### config.mk
export PLATFORM = sky130hd
export DESIGN_NAME = iobus_router
export DESIGN_NICKNAME = d
export VERILOG_FILES = /design/src/rtl/iobus_router.sv
export SDC_FILE = /design/constraint.sdc
export NUM_CORES = 1
export LEC_CHECK = 0
export ABC_AREA = 1
export CORE_MARGIN = 4
export CORE_UTILIZATION = 37
export DETAILED_ROUTE_END_ITERATION = 7
export PLACE_DENSITY_LB_ADDON = 0.2
export SYNTH_ARGS = -nofsm -noshare
export SYNTH_HDL_FRONTEND = slang
export SYNTH_SLANG_ARGS = --single-unit
### constraint.sdc
create_clock -name io_clk -period 5.2 [get_ports io_clk]
set_clock_uncertainty 0.1 [all_clocks]
set_input_delay 1.04 -clock io_clk [delete_from_list [all_inputs] [get_ports io_clk]]
set_output_delay 1.04 -clock io_clk [all_outputs]
set_load 0.05 [all_outputs]
### src/rtl/iobus_router.sv
// iobus_router: address-window decoder, response mux and default responder
// for the MicroBlaze MCS IO bus. Tracks the single outstanding transaction.
// Optional watchdog enabled by defining IOBUS_ROUTER_TIMEOUT_EN; without it,
// BUSY waits indefinitely for the selected slot and err_timeout is tied to 0.
module iobus_router #(
  parameter logic [31:0] BASE_ADDRESS   = 32'hC0000000,
  parameter logic [31:0] ADDRESS_STRIDE = 32'h1000,
  parameter int          SLOT_COUNT     = 4,
  parameter int          TIMEOUT_CYCLES = 255,
  parameter logic [31:0] ERR_DATA       = 32'hDEADBEEF
) (
  input  logic                     io_clk,
  input  logic                     io_rst,
  input  logic                     io_addr_strobe,
  input  logic [31:0]              io_address,
  output logic [31:0]              io_read_data,
  output logic                     io_ready,
  output logic [SLOT_COUNT-1:0]    s_addr_strobe,
  input  logic [32*SLOT_COUNT-1:0] s_read_data,
  input  logic [SLOT_COUNT-1:0]    s_ready,
  input  logic                     err_clear,
  output logic                     err_irq,
  output logic                     err_unmapped,
  output logic                     err_timeout,
  output logic [31:0]              err_addr
);

  localparam int          STRIDE_LG = $clog2(ADDRESS_STRIDE);
  localparam int          SEL_W     = (SLOT_COUNT > 1) ? $clog2(SLOT_COUNT) : 1;
  localparam logic [32:0] WINDOW    = 33'(SLOT_COUNT) * {1'b0, ADDRESS_STRIDE};

  localparam logic [1:0] ST_IDLE = 2'b00;
  localparam logic [1:0] ST_BUSY = 2'b01;
  localparam logic [1:0] ST_ERR  = 2'b10;

  logic [1:0]       state;
  logic [SEL_W-1:0] sel;
  logic [31:0]      offset;
  logic             hit;
  logic [SEL_W-1:0] slot_idx;
  logic             sel_ready;
  logic [31:0]      sel_data;
  logic             expire;
  logic [31:0]      expire_addr;

  // The subtraction wraps for addresses below the base, so the lower bound
  // is checked separately; the window compare is 33 bits so a window that
  // ends exactly at 4 GiB does not overflow.
  assign offset    = io_address - BASE_ADDRESS;
  assign hit       = (io_address >= BASE_ADDRESS) && ({1'b0, offset} < WINDOW);
  assign slot_idx  = SEL_W'(offset >> STRIDE_LG);
  assign sel_ready = s_ready[sel];
  assign sel_data  = s_read_data[32*int'(sel) +: 32];

  // Upstream response and slot strobe; strobes are suppressed during reset
  // so that reset silences every output immediately.
  always_comb begin
    s_addr_strobe = '0;
    io_ready      = 1'b0;
    io_read_data  = '0;
    err_irq       = 1'b0;
    if (state == ST_IDLE && io_addr_strobe && hit && !io_rst)
      s_addr_strobe = SLOT_COUNT'(1) << slot_idx;
    if (state == ST_BUSY && sel_ready) begin
      io_ready     = 1'b1;
      io_read_data = sel_data;
    end else if (state == ST_ERR) begin
      io_ready     = 1'b1;
      io_read_data = ERR_DATA;
      err_irq      = 1'b1;
    end
  end

  // Transaction FSM plus sticky unmapped flag and failing-address capture;
  // an error raised in the same cycle as err_clear overrides the clear.
  always_ff @(posedge io_clk or posedge io_rst) begin
    if (io_rst) begin
      state        <= ST_IDLE;
      sel          <= '0;
      err_unmapped <= 1'b0;
      err_addr     <= '0;
    end else begin
      if (err_clear) begin
        err_unmapped <= 1'b0;
        err_addr     <= '0;
      end
      case (state)
        ST_IDLE: begin
          if (io_addr_strobe) begin
            if (hit) begin
              sel   <= slot_idx;
              state <= ST_BUSY;
            end else begin
              state        <= ST_ERR;
              err_unmapped <= 1'b1;
              err_addr     <= io_address;
            end
          end
        end
        ST_BUSY: begin
          if (sel_ready) begin
            state <= ST_IDLE;
          end else if (expire) begin
            state    <= ST_ERR;
            err_addr <= expire_addr;
          end
        end
        default: state <= ST_IDLE;
      endcase
    end
  end

`ifdef IOBUS_ROUTER_TIMEOUT_EN
  localparam int CNT_W = $clog2(TIMEOUT_CYCLES + 1);

  logic [CNT_W-1:0] cnt;
  logic [31:0]      txn_addr;

  // Expiry fires on the last permitted stall cycle; a ready in that same
  // cycle takes priority in the FSM.
  assign expire      = (state == ST_BUSY) && !sel_ready &&
                       (cnt == CNT_W'(TIMEOUT_CYCLES - 1));
  assign expire_addr = txn_addr;

  // Stall counter and sticky timeout flag.
  always_ff @(posedge io_clk or posedge io_rst) begin
    if (io_rst) begin
      cnt         <= '0;
      err_timeout <= 1'b0;
    end else begin
      if (state == ST_IDLE && io_addr_strobe && hit)
        cnt <= '0;
      else if (state == ST_BUSY && !sel_ready)
        cnt <= cnt + 1'b1;
      if (err_clear)
        err_timeout <= 1'b0;
      if (expire)
        err_timeout <= 1'b1;
    end
  end

  // Address of the accepted transaction, reported if it later times out.
  always_ff @(posedge io_clk) begin
    if (state == ST_IDLE && io_addr_strobe && hit)
      txn_addr <= io_address;
  end
`else
  assign expire      = 1'b0;
  assign expire_addr = '0;
  assign err_timeout = 1'b0;
`endif

endmodule
==> results.py <==
metrics = {
    "synthesis": {
        "synth_cell_type_count": 21,
        "ys_warn_count": 0,
        "syn_nets": 710,
        "ys_ff_latch": 37,
        "synth_cells": 542,
        "yosys-top-cells-area": "dfrtp_1 29%, nand2_1 18%, nor2_1 13%",
        "yosysTopAreaCell": "dfrtp_1",
        "synth-seq-area-share_pct": 29.20,
        "syn_area_per_cell_sq_um": 5.850,
        "synth_area_sq_mm": 0.003171,
        "synth_top_area_share_pct": 29.20,
    },
    "global_routing": {
        "grt_max_degree": 58,
        "first_global_vias": 3972,
        "antenna_found_initial": 0,
        "grt.total_usage_pct": 25.31,
        "grt-ovfl-total": 0,
        "grt_pass1_wl_mm": 20.49,
    },
    "route": {
        "viasPerCell": 4.999,
        "postRouteWirelength_mm": 13.26,
        "drt_pass1_iterations": 5,
        "drc": 0,
        "maxUsedRoutingLayer": "met4",
        "dr_wl_met2_mm": 6.457,
        "wl_met3_mm": 1.064,
        "vias": 4284,
        "ant_nets": 0,
        "met1_length_mm": 5.245,
        "wl_per_cell_microns": 15.47,
        "drt_iter0_markers": 141,
    },
    "clock_network": {
        "ctsResizeCount": 0,
        "postCtsSetupBuffers": 0,
        "cts_max_level": 2,
        "cts_buffers": 5,
        "cts_root_buf": "clkbuf_8",
        "clock_sinks": 37,
        "ctsHoldBuffers": 0,
        "cts_tree": "yes",
        "clk_pin_slew_ns": 0.08,
        "clkLatencyLatePin_ns": 0.28,
        "cts.path.max_buffers": 2,
    },
    "timing": {
        "max_slew_margin_pct": 18.08,
        "tightestPinTransition_ns": 1.225,
        "setup_violations": 0,
        "finalSetupTns_ns": 0,
        "finalHoldViolCount": 0,
        "fin_crit_ns": 4.691,
        "max_freq_mhz": 213.2,
        "whs_ns": 0.4245,
        "layout_setup_ws_ns": 0.5087,
        "fin_crit_sh_pct": 90.22,
        "slew_violations": 0,
        "rsz0062_at_grt": "false",
    },
    "critical_path": {
        "cp_slowest_cell": "clkdlybuf4s50_1",
        "crit_chain": "clkdlybuf4s50_1, o21ai_0, o21ai_4, nand2_2, o21ai_2, clkdlybuf4s50_1",
        "cp_max_fo": 20,
        "crit_top_cell": "clkdlybuf4s50_1",
        "worstPathArrival_ns": 3.55,
        "r2r_slack_ns": 3.26,
        "start_kind": "input pin",
        "critPathMaxStageDelay_ns": 0.83,
        "cp.required_ns": 4.06,
        "endpoint_kind": "output pin",
        "critPathKind": "in2out",
    },
    "layout": {
        "final_area_sq_mm": 0.005612,
        "final_common_cell": "clkdlybuf4s50_1",
        "finalNonFillerCells": 857,
        "insertedDiodeCount": 0,
        "final_cell_mix": "234 x clkdlybuf4s50_1, 152 x nand2_1, 107 x nor2_1",
        "layout.nets": 919,
        "postLayoutCoreUtil_pct": 67.95,
        "layout-drive-gt1-share_pct": 5.186,
        "syn_to_final_growth_pct": 76.99,
    },
    "placement": {
        "pre_cts_ws_ns": 0.5050,
        "dp_hpwl_mm": 10.30,
        "dp_cells": 849,
        "portBuffers": 238,
        "globalplace.congestion": 0.9178,
        "post_dp_cell_area_sq_mm": 0.005495,
    },
    "die": {
        "die_y_microns": 100.6,
        "io_pins": 240,
        "initial_core_util_pct": 38.39,
        "die-area_sq_mm": 0.01011,
        "core_sq_mm": 0.008258,
        "dieWidth_microns": 100.6,
        "fp-row-count": 33,
    },
    "pwr": {
        "pwr_density_cell_mw_per_mm2": 182.6,
        "power_leakage_nw": 2.556,
        "ir_worst_vdd_v": 0.0001842,
        "power_mw": 1.025,
    },
    "status": {
        "status": "finished clean",
    },
    "job": {
        "drv_cap": 0,
    },
    "hold_path": {
        "min_path_type": "reg2reg",
    },
}
-- power breakdown --
group	total (mW)	switching, mW	internal, mW
sequential	0.323	0.0122	0.311
clock	0.258	0.102	0.156
combinational	0.444	0.241	0.203
-- state kept, by name, indices dropped and copies added (netlist names) --
register and flops:
err_unmapped 1, sel 2, state 2, err_addr 32
-- routing by layer --
layer  global-route usage, %  vias up
met5                       0        -
met4                   9.741        0
met3                   5.052       30
met2                   44.60      188
met1                   30.19     1937
li1                        -     2129
-- cell type report --
| class | instances | area (sq um) |
|---|---|---|
| multi-input cells | 415 | 1843 |
| clock inverters | 1 | 30.03 |
| well taps | 105 | 131.4 |
| inverters | 49 | 183.9 |
| flip-flops and latches | 37 | 927.1 |
| repair buffers | 243 | 2410 |
| clock buffers | 7 | 86.33 |
| fillers | 718 | 2646 |
-- Yosys cell counts (all sizes together) --
library cell / number
nor2: 109
nand4: 2
o21ai: 59
dfrtp: 37
o22ai: 13
clkbuf: 13
a21oi: 8
nand3: 69
conb: 1
nand2: 154
inv: 49
buf: 28
-- critical path: cells and delay by family --
| kind | cells | cell delay [ns] |
|---|---|---|
| buffers and inverters | 2 | 1.29 |
| AO/OA/AOI/OAI | 3 | 0.78 |
| AND/OR/NAND/NOR | 1 | 0.43 |
-- final timing paths --
| kind | start | cells past startpoint | to |
|---|---|---|---|
| max in group asynchronous | io_rst | 3 | sel[0]$_DFFE_PP0P_ |
| min in group asynchronous | io_rst | 2 | err_addr[15]$_DFF_PP0_ |
| hold / removal | err_unmapped$_DFF_PP0_ | 2 | err_unmapped$_DFF_PP0_ |
| hold reg to reg | err_unmapped$_DFF_PP0_ | 2 | err_unmapped$_DFF_PP0_ |
| setup reg to reg | state[1]$_DFFE_PP0P_ | 7 | err_addr[6]$_DFF_PP0_ |
| setup / recovery | s_ready[2] | 6 | io_read_data[19] |
-- logic make-up (layout without fill, tap and decap cells) --
logic type	Yosys count	count (layout)	synth area share, %
AO/OA/AOI/OAI	80	80	15.27
buffers and inverters	90	300	12.67
AND/OR/NAND/NOR	334	334	42.74
other	1	1	0.1183
flip-flops	37	37	29.20
(Power assumes the default switching activity.)
